**src/rtl/serial_adder_pkg.sv**
```systemverilog
// Shared types for the bit-serial adder sequencer.
// The SERIAL_ADDER_SUB_EN build adds subtract support in serial_adder_ctrl.
package serial_adder_pkg;

  localparam logic [1:0] ST_IDLE  = 2'd0;
  localparam logic [1:0] ST_SHIFT = 2'd1;
  localparam logic [1:0] ST_DONE  = 2'd2;

  typedef enum logic [1:0] {
    IDLE  = ST_IDLE,
    SHIFT = ST_SHIFT,
    DONE  = ST_DONE
  } state_t;

endpackage

```
**src/rtl/half_adder.sv**
```systemverilog
// Combinational 1-bit half adder; building block of serial_fa_cell.
module half_adder (
  input  logic i_bit1,
  input  logic i_bit2,
  output logic o_sum,
  output logic o_carry
);

  assign o_sum   = i_bit1 ^ i_bit2;
  assign o_carry = i_bit1 & i_bit2;

endmodule

```
**src/rtl/serial_fa_cell.sv**
```systemverilog
// Combinational 1-bit full adder built from two half adders and an OR of
// their carries; shared across every bit position by serial_adder_ctrl.
module serial_fa_cell (
  input  logic i_bit1,
  input  logic i_bit2,
  input  logic i_carry,
  output logic o_sum,
  output logic o_carry
);

  logic ha0_sum;
  logic ha0_carry;
  logic ha1_carry;

  half_adder u_ha0 (
    .i_bit1  (i_bit1),
    .i_bit2  (i_bit2),
    .o_sum   (ha0_sum),
    .o_carry (ha0_carry)
  );

  half_adder u_ha1 (
    .i_bit1  (ha0_sum),
    .i_bit2  (i_carry),
    .o_sum   (o_sum),
    .o_carry (ha1_carry)
  );

  // Both half-adder carries can never be high together, so OR is exact.
  assign o_carry = ha0_carry | ha1_carry;

endmodule

```
**src/rtl/serial_adder_ctrl.sv**
```systemverilog
// Bit-serial WIDTH-bit adder: operands stream LSB-first through one shared
// full-adder cell. Define SERIAL_ADDER_SUB_EN to add the i_sub (A-B) mode.
module serial_adder_ctrl
  import serial_adder_pkg::*;
#(
  parameter int WIDTH = 8
) (
  input  logic             i_clk,
  input  logic             i_rst,
  input  logic             i_start,
  input  logic [WIDTH-1:0] i_a,
  input  logic [WIDTH-1:0] i_b,
`ifdef SERIAL_ADDER_SUB_EN
  input  logic             i_sub,
`endif
  output logic             o_busy,
  output logic             o_done,
  output logic [WIDTH-1:0] o_sum,
  output logic             o_carry
);

  localparam int CNT_W = (WIDTH > 1) ? $clog2(WIDTH) : 1;
  localparam logic [CNT_W-1:0] LAST_BIT = CNT_W'(WIDTH - 1);

  state_t           state;
  logic [WIDTH-1:0] a_sr;
  logic [WIDTH-1:0] b_sr;
  logic [WIDTH-1:0] r_sr;
  logic [CNT_W-1:0] cnt;
  logic             carry_q;
  logic             b_bit;
  logic             carry_init;
  logic             cell_sum;
  logic             cell_carry;

`ifdef SERIAL_ADDER_SUB_EN
  logic sub_q;

  // Subtraction is A + ~B + 1: invert B at the cell and seed the carry.
  assign b_bit      = b_sr[0] ^ sub_q;
  assign carry_init = i_sub;
`else
  assign b_bit      = b_sr[0];
  assign carry_init = 1'b0;
`endif

  serial_fa_cell u_cell (
    .i_bit1  (a_sr[0]),
    .i_bit2  (b_bit),
    .i_carry (carry_q),
    .o_sum   (cell_sum),
    .o_carry (cell_carry)
  );

  // NOTE: every register here uses <= so all updates see pre-edge values;
  // blocking assignments would make the shift order depend on statement order.
  always_ff @(posedge i_clk) begin
    if (i_rst) begin
      state   <= IDLE;
      a_sr    <= '0;
      b_sr    <= '0;
      r_sr    <= '0;
      cnt     <= '0;
      carry_q <= 1'b0;
`ifdef SERIAL_ADDER_SUB_EN
      sub_q   <= 1'b0;
`endif
      o_busy  <= 1'b0;
      o_done  <= 1'b0;
      o_sum   <= '0;
      o_carry <= 1'b0;
    end else begin
      case (state)
        IDLE: begin
          if (i_start) begin
            a_sr    <= i_a;
            b_sr    <= i_b;
            cnt     <= '0;
            carry_q <= carry_init;
`ifdef SERIAL_ADDER_SUB_EN
            sub_q   <= i_sub;
`endif
            o_busy  <= 1'b1;
            state   <= SHIFT;
          end
        end
        SHIFT: begin
          a_sr    <= a_sr >> 1;
          b_sr    <= b_sr >> 1;
          r_sr    <= {cell_sum, r_sr[WIDTH-1:1]};
          carry_q <= cell_carry;
          if (cnt == LAST_BIT) begin
            // Publish the complete word in one step so no partial sum leaks.
            o_sum   <= {cell_sum, r_sr[WIDTH-1:1]};
            o_carry <= cell_carry;
            o_busy  <= 1'b0;
            o_done  <= 1'b1;
            state   <= DONE;
          end else begin
            cnt <= cnt + 1'b1;
          end
        end
        DONE: begin
          o_done <= 1'b0;
          state  <= IDLE;
        end
        default: state <= IDLE;
      endcase
    end
  end

endmodule

```
**config.mk**
```make
export PLATFORM = sky130hd
export DESIGN_NAME = serial_adder_ctrl
export DESIGN_NICKNAME = d
export VERILOG_FILES = /design/src/rtl/serial_adder_pkg.sv /design/src/rtl/half_adder.sv /design/src/rtl/serial_fa_cell.sv /design/src/rtl/serial_adder_ctrl.sv
export SDC_FILE = /design/constraint.sdc
export NUM_CORES = 1
export LEC_CHECK = 0
export ABC_AREA = 1
export CORE_ASPECT_RATIO = 1.5
export CORE_MARGIN = 3
export CORE_UTILIZATION = 45
export CTS_CLUSTER_DIAMETER = 120
export DETAILED_ROUTE_END_ITERATION = 10
export PLACE_DENSITY = 0.77
export SYNTH_ARGS = -nofsm -noshare
export SYNTH_HDL_FRONTEND = slang
export SYNTH_SLANG_ARGS = --single-unit
export TNS_END_PERCENT = 50
```
**constraint.sdc**
```tcl
create_clock -name i_clk -period 1.5 [get_ports i_clk]
set_input_delay 0.3 -clock i_clk [delete_from_list [all_inputs] [get_ports i_clk]]
set_output_delay 0.3 -clock i_clk [all_outputs]
set_load 0.005 [all_outputs]
```
After elaboration in Yosys (flattened, before gate mapping)
Cells that the tools add are included.
- output and inout port bits: 11
- input bits: 19
- word-level logic and storage cells: 48
- flip-flop bits (word level): 41
- bitwise logic cells: 5
- muxes and demuxes: 17
- eq/ne operators: 6
- reduce and logical (&&, ||, !) cells: 9
- add/subtract/negate cells: 1
- operators by type and width (cell ; number):
    one-hot mux 8 bit (2 select lines) ; 2
    2-to-1 mux 8 bit ; 2
    AND reduction 2 bit ; 4
    2-to-1 mux 3 bit ; 2
    != test 2 bit, second input constant ; 3
    one-hot mux 1 bit (2 select lines) ; 3
    one-hot mux 3 bit (2 select lines) ; 1
    AND reduction 3 bit ; 2
    2-to-1 mux 1 bit ; 4
    2-to-1 mux 2 bit ; 2
    one-hot mux 2 bit (2 select lines) ; 1
    nonzero test 2 bit ; 2
    adder 3 x 1 -> 3 bit, second input constant ; 1
    equality test 3 bit, second input constant ; 1
    AND 1 bit ; 2
    equality test 2 x 1 -> 1 bit, second input constant ; 1
    equality test 2 bit, second input constant ; 1
    logical NOT 2 bit ; 1
    bitwise XOR 1 bit ; 2
    OR 1 bit ; 1

Depth between registers and ports, before layout
Gate-level depths: netlist (run 1).
- depth after elaboration: 4
- mapped depth: 7
- mapped depth without buffers: 6

Hierarchy
A second synthesis (run 1) with hierarchy kept.
- cell total of the unflattened synthesis: 243
- area total of the unflattened synthesis: 1702.9 um^2
- modules (own cells, without submodules) (module ; instances ; sequential area each (um^2) ; cells each ; area an instance (um^2)):
    serial_adder_ctrl ; 1 ; 800.8 ; 238 ; 1666.6
    half_adder ; 2 ; 0.0 ; 1 ; 12.5
    serial_fa_cell ; 1 ; 0.0 ; 3 ; 11.3

Worst setup path after synthesis (run 1)
No wires, ideal clock.
- kind: register to register
- start: reg cnt[0]
- end: reg o_busy
- period minus slack after synthesis: 1232 ps
- path buffers: 1
- data required time: 1430 ps
- data arrival time: 1162 ps
- setup slack: 268 ps
- setup time: 70 ps
- cell stages (with the launch flop): 7
- path through: dfxtp_1 > ha_1 > ha_1 > nand3_1 > buf_2 > nand2_1 > a21oi_1
- word-level cells in the longest chain between the ends: 3
- RTL lines (item ; RTL line ; text):
    start: declaration ; serial_adder_ctrl.sv:29 ; logic [CNT_W-1:0] cnt;
    start signal: assignment ; serial_adder_ctrl.sv:100 ; cnt <= cnt + 1'b1;
    equality test 3 bit ; serial_adder_ctrl.sv:92 ; if (cnt == LAST_BIT) begin
    != test 2 bit (no line) ; - ;
    AND reduction 3 bit (no line) ; - ;
    end signal: assignment ; serial_adder_ctrl.sv:68 ; o_busy <= 1'b0;
    end signal: assignment ; serial_adder_ctrl.sv:83 ; o_busy <= 1'b1;
    end signal: assignment ; serial_adder_ctrl.sv:96 ; o_busy <= 1'b0;
    end: declaration ; serial_adder_ctrl.sv:16 ; output logic o_busy,
Every way passes these cells.
A chain may end at the register's enable or synchronous reset.

Worst setup path after layout (run 1)
- start: reg o_sum[0]
- end: out o_sum[0]
- RTL lines (item ; RTL line ; text):
    start: declaration ; serial_adder_ctrl.sv:18 ; output logic [WIDTH-1:0] o_sum,
    start signal: assignment ; serial_adder_ctrl.sv:94 ; o_sum <= {cell_sum, r_sr[WIDTH-1:1]};
No word-level cell between the ends.

==> results of run 1 <==
==> how the worst max path moves through the flow <==
stage | end | slack (ns) | startpoint | depth (start not counted)
after floorplan | o_busy | 0.27 | cnt[0] | 6
after global placement | r_sr[3] | 0.03 | i_rst | 4
after detailed placement | r_sr[2] | -0.02 | i_rst | 4
after CTS | o_sum[7] | 0.03 | cnt[0] | 6
after global routing | o_sum[0] | 0.01 | o_sum[0] | 1
final | o_sum[0] | 0.06 | o_sum[0] | 1
==> routing by layer <==
metal / vias up / GRT usage, %
met1: 706 / 18.6
met3: 8 / 3.58
met2: 27 / 30.8
li1: 857 / -
met4: 0 / 9.28
met5: - / 0
==> logic make-up (layout without fill, tap and decap cells) <==
family,after synthesis,in the layout
and+or+nand+nor,165,165
buffers and inverters,32,64
AOI/OAI and AO/OA,18,18
adders and majority gates,3,3
DFF,40,40
==> repair_timing <==
item,in CTS,in global routing
setup endpoints to repair,0,8
resized for setup,0,2
hold endpoints to repair,0,0
buffers inserted,0,0
==> sequential cells by signal, summed over array words and instances (netlist names), 2 cells and up <==
name	flops
cnt	3
state	2
a_sr	8
o_sum	8
r_sr	7
b_sr	8
==> layout make-up <==
class	count	area share (%)
Tap cell	43	2.45
Sequential cell	40	36.5
Multi-Input combinational cell	186	37.2
Timing Repair Buffer	37	16.5
Inverter	19	3.25
Clock buffer	8	4.10
==> through the flow <==
stage	instances	area (sq um)	setup slack, ns
2_1_floorplan	258	1740	0.268
3_3_place_gp	325	2100	0.0277
3_5_place_dp	325	2100	-0.0226
4_1_cts	333	2190	0.0268
5_1_grt	333	2200	0.0105
6_report	333	2200	0.0608
==> cells in the final DEF, fill, tap and decap left out, types with 6 or more instances in the layout <==
cell             Yosys  routed
a21oi_1              7       7
buf_4                1       7
clkbuf_8             0       6
clkdlybuf4s50_1      0      29
dfxtp_1             40      40
inv_1               17      17
nand2_1             87      87
nand3_1             28      27
nor2_1              47      47
o21ai_0             10      10
==> power breakdown <==
part           leakage, nW  internal, mW  switching (mW)  total, mW
logic                0.642         0.135           0.153      0.288
clock network       0.0455         0.375           0.361      0.736
registers            0.328          1.12          0.0362       1.16
total                 1.02          1.63           0.550       2.18
==> flow_metrics.tcl, run 1 <==
set metrics [dict create \
    cts_tree "yes" \
    ys_top_cells_by_count "nand2_1, nor2_1, dfxtp_1, nand3_1, inv_1" \
    grt_antenna_before_repair 0 \
    clk_latency_ns 0.30 \
    slowest_stage "clkdlybuf4s50_1" \
    htreeDepth 2 \
    critPathBufInv 1 \
    start_util_pct 47.3 \
    drt-total-wl_mm 3.53 \
    relSlewSlack_pct 66.0 \
    num_vias 1598 \
    cp_max_fo 2 \
    drt-met1-wl_mm 1.60 \
    viasPerCell 4.80 \
    cp_slowest_stage_delay_ns 0.50 \
    syn-num-nets 280 \
    synth_edf_count 0 \
    hp-class "register to register" \
    rr_endpoint "o_sum[4]" \
    max_freq_mhz 695 \
    antenna_cells 0 \
    finalSetupViolations 0 \
    synthSimpleGateAreaFrac_pct 38.3 \
    synth.top_cell.area_share_pct 45.9 \
    timing.final.crit_share_pct 95.9 \
    seq_area_sq_um 801 \
    grt_max_degree 35 \
    holdWs_ns 0.462 \
    tns_ns 0 \
    hold_start "r_sr[5]" \
    clock_sinks 40 \
    synth_top_family_by_area "simple AND/OR/NAND/NOR gates" \
    grt_use_total_pct 17.1 \
    cp-start-kind "register" \
    cts_buffer_depth 2 \
    power_density_nw_per_um2 993 \
    r2r_slack_ns 0.15 \
    leakagePower_nw 1.02 \
    io_pins 30 \
    cts_made_buffers 5 \
    grt_pass1_vias 1539 \
    yosysMostFrequentCell "nand2_1" \
    fillers 345 \
    synth.distinct_cells 18 \
    ys_seq_area_share_pct 45.9 \
    cp.arrival_ns 1.14 \
    rows 27 \
    synthMuxAreaShare_pct 0 \
    die_w_um 56.8 \
    area_growth_pct 26.0 \
    synthTopCellsByArea "dfxtp_1, nand2_1, nor2_1, nand3_1, inv_1" \
    async_flop_share_pct 0 \
    synth_warnings 0 \
    synth_compound_area_share_pct 5.38 \
    synth_area_per_cell_sq_um 6.76 \
    postCtsHoldBufs 0 \
    wire_per_inst_um 10.6 \
    drive_gt1_share_pct 6.90 \
    highest_layer "met4" \
    drtPass1Iterations 4 \
    route.detailed.drc 0 \
    drt_iter0_drc 43 \
    core-area_sq_um 3680 \
    synth_seq_cells 40 \
    maxCapViolCount 0 \
    fin_util_pct 59.6 \
    yosys.area.top_type "dfxtp_1" \
    clkTransAtPathRegs_ns 0.07 \
    ctsRootBufferMaster "clkbuf_8" \
    grt-ovfl-total 0 \
    worstMarginPinSlew_ns 0.509 \
    end_kind "primary output" \
    fin_nets 311 \
    path_class "register to primary output" \
    synth_cells 258 \
    hpwl_mm 2.44 \
    gp_congestion 0.740 \
    hold_path_depth 2 \
    min_to "o_sum[4]" \
    rsz0062_at_grt "false" \
    dieArea_sq_um 4670 \
    crit_chain "clkdlybuf4s50_1" \
    synth_xor_area_share_pct 0 \
    r2r_start "cnt[0]" \
    postRouteAntennaNets 0 \
    status "complete, no violations" \
    die_h_um 82.2 \
    slew_violations 0 \
    synth_top_flop_cell "dfxtp_1" \
    synth-adder-area-share_pct 2.58 \
    final-hold-violation-count 0 \
    grt_pass1_wl_mm 6.27 \
    period_needed_ns 1.44 \
    cp_top_family "buffers and inverters" \
    multi_input_area_sq_um 817 \
    vdd_ir_drop_max_v 0.000702 \
    crit_required_ns 1.20 \
    met2WireLength_mm 1.70 \
    p_total_mw 2.18 \
    r2r.worst_path.cells 6 \
    met3WireLength_um 145 \
    port_buffers 29 \
    synth_area_sq_um 1740 \
    skew_ns 0.00717 \
]
(Power assumes the default switching activity.)
==> inputs of run 2 (changes only) <==
--- a/config.mk
+++ b/config.mk
@@ -5,13 +5,13 @@
 export SDC_FILE = /design/constraint.sdc
 export NUM_CORES = 1
 export LEC_CHECK = 0
-export ABC_AREA = 1
+export ABC_AREA = 0
 export CORE_ASPECT_RATIO = 1.5
 export CORE_MARGIN = 3
 export CORE_UTILIZATION = 45
 export CTS_CLUSTER_DIAMETER = 120
 export DETAILED_ROUTE_END_ITERATION = 10
-export PLACE_DENSITY = 0.77
+export PLACE_DENSITY = 0.76
 export SYNTH_ARGS = -nofsm -noshare
 export SYNTH_HDL_FRONTEND = slang
 export SYNTH_SLANG_ARGS = --single-unit
==> flow_metrics.tcl, run 2 <==
set metrics [dict create \
    ys_seq_area_share_pct 45.5 \
    period_needed_ns 1.43 \
    yosys.area.top_type "dfxtp_1" \
    tns_ns 0 \
    final-hold-violation-count 0 \
    synth_area_sq_um 1760 \
    path_class "register to primary output" \
    drive_gt1_share_pct 16.1 \
    cts_tree "yes" \
    vdd_ir_drop_max_v 0.000738 \
    gp_congestion 0.746 \
    hpwl_mm 2.24 \
    viasPerCell 5.30 \
    postRouteAntennaNets 0 \
    grt_use_total_pct 15.3 \
    clk_latency_ns 0.29 \
    critPathBufInv 1 \
    route.detailed.drc 0 \
    maxCapViolCount 0 \
    crit_chain "clkdlybuf4s50_1" \
    slowest_stage "clkdlybuf4s50_1" \
    dieArea_sq_um 4720 \
    cp-start-kind "register" \
    r2r_slack_ns 0.14 \
    fin_nets 240 \
    core-area_sq_um 3720 \
    htreeDepth 2 \
    port_buffers 29 \
    slew_violations 0 \
    cts_made_buffers 5 \
    die_w_um 57.1 \
    combPwrFrac_pct 13.4 \
    swShare_pct 24.2 \
    cp.arrival_ns 1.13 \
    hp-class "register to register" \
    end_kind "primary output" \
    grt-ovfl-total 0 \
    finalSetupViolations 0 \
    fillers 336 \
    p_seq_share_pct 54.8 \
    crit_required_ns 1.20 \
    cts_buffer_depth 2 \
    clkTransAtPathRegs_ns 0.07 \
    cp_max_fo 2 \
    ctsRootBufferMaster "clkbuf_8" \
    timing.final.crit_share_pct 95.2 \
    postCtsHoldBufs 0 \
    io_pins 30 \
    switchingPower_mw 0.503 \
    cp_top_family "buffers and inverters" \
    leakagePower_nw 0.785 \
    relSlewSlack_pct 74.0 \
    die_h_um 82.6 \
    async_flop_share_pct 0 \
    clock_sinks 40 \
    synth_top_flop_cell "dfxtp_1" \
    power.internal_mw 1.57 \
    antenna_cells 0 \
    layout_commonest_cell "dfxtp_1" \
    syn-num-nets 209 \
    most-common-layout-cells "dfxtp_1, clkdlybuf4s50_1, nand2_1" \
    drtPass1Iterations 4 \
    synth_seq_cells 40 \
    drt-total-wl_mm 3.29 \
    rsz0062_at_grt "false" \
    synth_edf_count 0 \
    status "complete, no violations" \
    worstMarginPinSlew_ns 0.390 \
    ys_top_cells_by_count "dfxtp_1, nand2_1, a21oi_1, nor2_1, mux2i_1" \
    grt_max_degree 41 \
    grt_pass1_wl_mm 5.61 \
    grt_antenna_before_repair 0 \
    max_freq_mhz 700 \
    postCtsSetupBuffers 0 \
    synth_area_per_cell_sq_um 9.42 \
    synthTopCellsByArea "dfxtp_1, a211oi_2, mux2i_1, a21oi_1, nand2_1" \
    power_density_nw_per_um2 950 \
    cp_slowest_stage_delay_ns 0.51 \
    yosysMostFrequentCell "dfxtp_1" \
    start_util_pct 47.4 \
    reg_top3 "a_sr (8), b_sr (8), o_sum (8)" \
    clkPwrFrac_pct 31.7 \
    wire_per_inst_um 12.6 \
    r2r_start "cnt[0]" \
    fin_util_pct 58.8 \
    grt_pass1_vias 1307 \
    drt_iter0_drc 25 \
    synth.top_cell.area_share_pct 45.5 \
    hold_start "o_sum[3]" \
    cts_repair_resize_count 0 \
    skew_ns 0.00356 \
    area_growth_pct 24.1 \
    synth.distinct_cells 26 \
    synth_warnings 0 \
    num_vias 1382 \
    rows 27 \
    critPathLaunch "o_sum[6]" \
    synth_cells 187 \
]
## run 2: cell count changes in the layout (fill, tap and decap cells not counted), sizes merged, moves of 14 or more
| cell | previous run | this run |
|---|---|---|
| nand2 | 87 | 26 |
| inv | 19 | 1 |
| a211oi | 0 | 14 |
| a21oi | 7 | 21 |
| nor2 | 49 | 18 |
| mux2i | 0 | 15 |
| nand3 | 28 | 13 |
## run 2: stage by stage
| stage | power, mW | cells | cell area (sq um) | hold slack (ns) | setup WS [ns] |
|---|---|---|---|---|---|
| 3_5_place_dp | 1.45 | 254 | 2100 | 0.446 | 0.0297 |
| 6_report | 2.08 | 261 | 2190 | 0.456 | 0.0722 |
| 4_1_cts | 2.11 | 261 | 2180 | 0.455 | 0.0109 |
| 2_1_floorplan | 1.35 | 187 | 1760 | 0.437 | 0.227 |
| 5_1_grt | 2.18 | 261 | 2190 | 0.482 | 0.00606 |
| 3_3_place_gp | 1.44 | 254 | 2100 | 0.445 | 0.0225 |
## run 2: power by group through the flow
stage / clock network, mW / logic [mW] / registers, mW
detailed placement: 0 / 0.282 / 1.16
global placement: 0 / 0.278 / 1.16
CTS: 0.690 / 0.283 / 1.14
floorplan: 0 / 0.197 / 1.15
finish: 0.659 / 0.278 / 1.14
global route: 0.730 / 0.306 / 1.15
## run 2: cells by family (layout without fill, tap and decap cells)
kind of cell,Yosys count,count (layout),synth area share [%]
simple gates,67,67,17.1
compound gates,46,46,20.3
flops,40,40,45.5
buf+inv,16,47,6.04
mux,15,15,8.52
fa+ha+maj,3,3,2.56
## run 2: final timing paths
check	endpoint	cells after the start
max	o_sum[6]	1
min	o_sum[3]	2
max reg2reg	o_sum[6]	5
min reg2reg	o_sum[3]	2
## run 2: worst reg2reg max path: cells and delay by family (launching register included)
family                     cells  cell delay, ns
AOI/OAI and AO/OA              1            0.07
DFF                            1            0.38
and+or+nand+nor                2            0.36
adders and majority gates      2            0.44
## run 2: cell type report
type,instances,area [sq um],share of cell area (%)
Clock buffer,6,72.6,3.32
Sequential cell,40,803,36.7
Multi-Input combinational cell,131,857,39.2
Inverter,1,3.75,0.172
Timing Repair Buffer,39,390,17.9
Tap cell,43,53.8,2.46
Clock inverter,1,5.00,0.229
## run 2: metal layers
layer  wire length, um  share of wire (%)  GRT usage (%)
met1              1440                 44           17.0
met3               186                5.7           4.20
met2              1600                 49           26.4
met4                61                1.9           8.35
met5                 0                  0              0
==> inputs of run 3 (changes only) <==
--- a/config.mk
+++ b/config.mk
@@ -12,6 +12,7 @@
 export CTS_CLUSTER_DIAMETER = 120
 export DETAILED_ROUTE_END_ITERATION = 10
 export PLACE_DENSITY = 0.76
+export RECOVER_POWER = 50
 export SYNTH_ARGS = -nofsm -noshare
 export SYNTH_HDL_FRONTEND = slang
 export SYNTH_SLANG_ARGS = --single-unit
==> constraint.sdc (replaced) <==
create_clock -name i_clk -period 1.5 [get_ports i_clk]
set_input_delay 0.3 -clock i_clk [delete_from_list [all_inputs] [get_ports i_clk]]
set_output_delay 0.3 -clock i_clk [all_outputs]
set_load 0.02 [all_outputs]
==> flow_metrics.tcl, run 3 (synthesized netlist as in run 2, its figures left out) <==
set metrics [dict create \
    io_pins 30 \
    postRouteAntennaNets 0 \
    antenna_cells 0 \
    slowest_stage "dfxtp_1" \
    place_inst 254 \
    postCtsHoldBufs 0 \
    clk_latency_ns 0.29 \
    power_density_nw_per_um2 960 \
    route.detailed.drc 0 \
    timing.final.crit_share_pct 90.7 \
    grt_pass1_wl_mm 5.61 \
    final-hold-violation-count 0 \
    grt_use_total_pct 15.3 \
    cp_slowest_stage_delay_ns 0.38 \
    final_area_sq_um 2160 \
    drt_iter0_drc 23 \
    grt_antenna_before_repair 0 \
    viasPerCell 5.28 \
    die_w_um 57.1 \
    tns_ns 0 \
    hpwl_mm 2.24 \
    grt-ovfl-total 0 \
    maxCapViolCount 0 \
    rows 27 \
    finalSetupViolations 0 \
    path_class "register to register" \
    core-area_sq_um 3720 \
    die_h_um 82.6 \
    cp-start-kind "register" \
    met3WireLength_um 169 \
    fin_util_pct 58.1 \
    final.setup.worst_slack_ns 0.140 \
    wire_per_inst_um 12.5 \
    drtPass1Iterations 4 \
    slew_violations 0 \
    skew_ns 0.00298 \
    gp_congestion 0.746 \
    most-common-layout-cells "dfxtp_1, nand2_1, a21oi_1" \
    fillers 341 \
    start_util_pct 47.4 \
    num_vias 1379 \
    reg_top3 "a_sr (8), b_sr (8), o_sum (8)" \
    dieArea_sq_um 4720 \
    htreeDepth 2 \
    max_freq_mhz 735 \
    cp_max_fo 10 \
    period_needed_ns 1.36 \
    status "complete, no violations" \
    worstMarginPinSlew_ns 0.380 \
    cts_buffer_depth 2 \
    area_growth_pct 22.6 \
    leakagePower_nw 0.831 \
    cts_made_buffers 5 \
    drive_gt1_share_pct 14.2 \
    drt-total-wl_mm 3.27 \
    fin_nets 240 \
    relSlewSlack_pct 74.6 \
    vdd_ir_drop_max_v 0.000736 \
    grt_max_degree 41 \
    clkTransAtPathRegs_ns 0.07 \
    end_kind "register" \
    highest_layer "met4" \
    cts_tree "yes" \
    hp-class "register to register" \
    ctsRootBufferMaster "clkbuf_8" \
    clock_sinks 40 \
    layout_commonest_cell "dfxtp_1" \
    fin_cells 261 \
    pre_cts_ws_ns 0.0297 \
    cp.arrival_ns 1.53 \
    grt_pass1_vias 1305 \
    rsz0062_at_grt "false" \
    dpl_cell_area_sq_um 2100 \
    crit_chain "ha_1 > ha_2 > nand3b_2 > nand2_1 > a21oi_1" \
    drt-met1-wl_mm 1.44 \
    met2WireLength_mm 1.61 \
    crit_required_ns 1.67 \
    port_buffers 29 \
]
[run 3: repair_timing]
action / 4_1_cts / 5_1_grt
buffers inserted: 0 / 0
setup endpoints to repair: 11 / 10
cloned: 0 / 0
gates resized for setup: 11 / 1
[run 3: power breakdown]
part           leakage, nW  internal, mW  switching [mW]  total (mW)
clock               0.0410         0.316           0.343       0.659
combinational        0.463         0.143           0.133       0.276
sequential           0.327          1.11          0.0291        1.14
total                0.831          1.57           0.505        2.07
[run 3: cell type report]
cell class              instances  area [sq um]  share of cell area, %
multi-input cells             131           851                   39.4
flip-flops and latches         40           801                   37.1
repair buffers                 39           373                   17.3
clock buffers                   6          72.6                   3.36
well taps                      43          53.8                   2.49
clock inverters                 1          5.00                  0.232
inverters                       1          3.75                  0.174
[run 3: through the flow]
step | power [mW] | hold WS (ns)
detailed placement | 1.45 | 0.446
CTS | 2.11 | 0.453
global route | 2.18 | 0.480
floorplan | 1.35 | 0.437
global placement | 1.44 | 0.445
finish | 2.07 | 0.454
[run 3: worst max-delay path, delay by kind of cell, from the launching register on]
| kind | cells | cell delay (ns) |
|---|---|---|
| simple gates | 2 | 0.36 |
| flops | 1 | 0.38 |
| compound gates | 1 | 0.07 |
| fa+ha+maj | 2 | 0.44 |
[run 3: final timing paths]
path / to / slack (ns) / cells after the start / start
hold reg to reg: o_sum[3] / 0.45 / 2 / o_sum[3]
setup reg to reg: o_sum[0] / 0.14 / 5 / cnt[0]
hold / removal: o_sum[3] / 0.45 / 2 / o_sum[3]
setup / recovery: o_sum[0] / 0.14 / 5 / cnt[0]
[run 3: routing by layer]
| metal | track usage (%) | vias up |
|---|---|---|
| met5 | 0 | - |
| met4 | 8.35 | 0 |
| met3 | 4.20 | 4 |
| met2 | 26.4 | 27 |
| met1 | 17.0 | 635 |
| li1 | - | 713 |
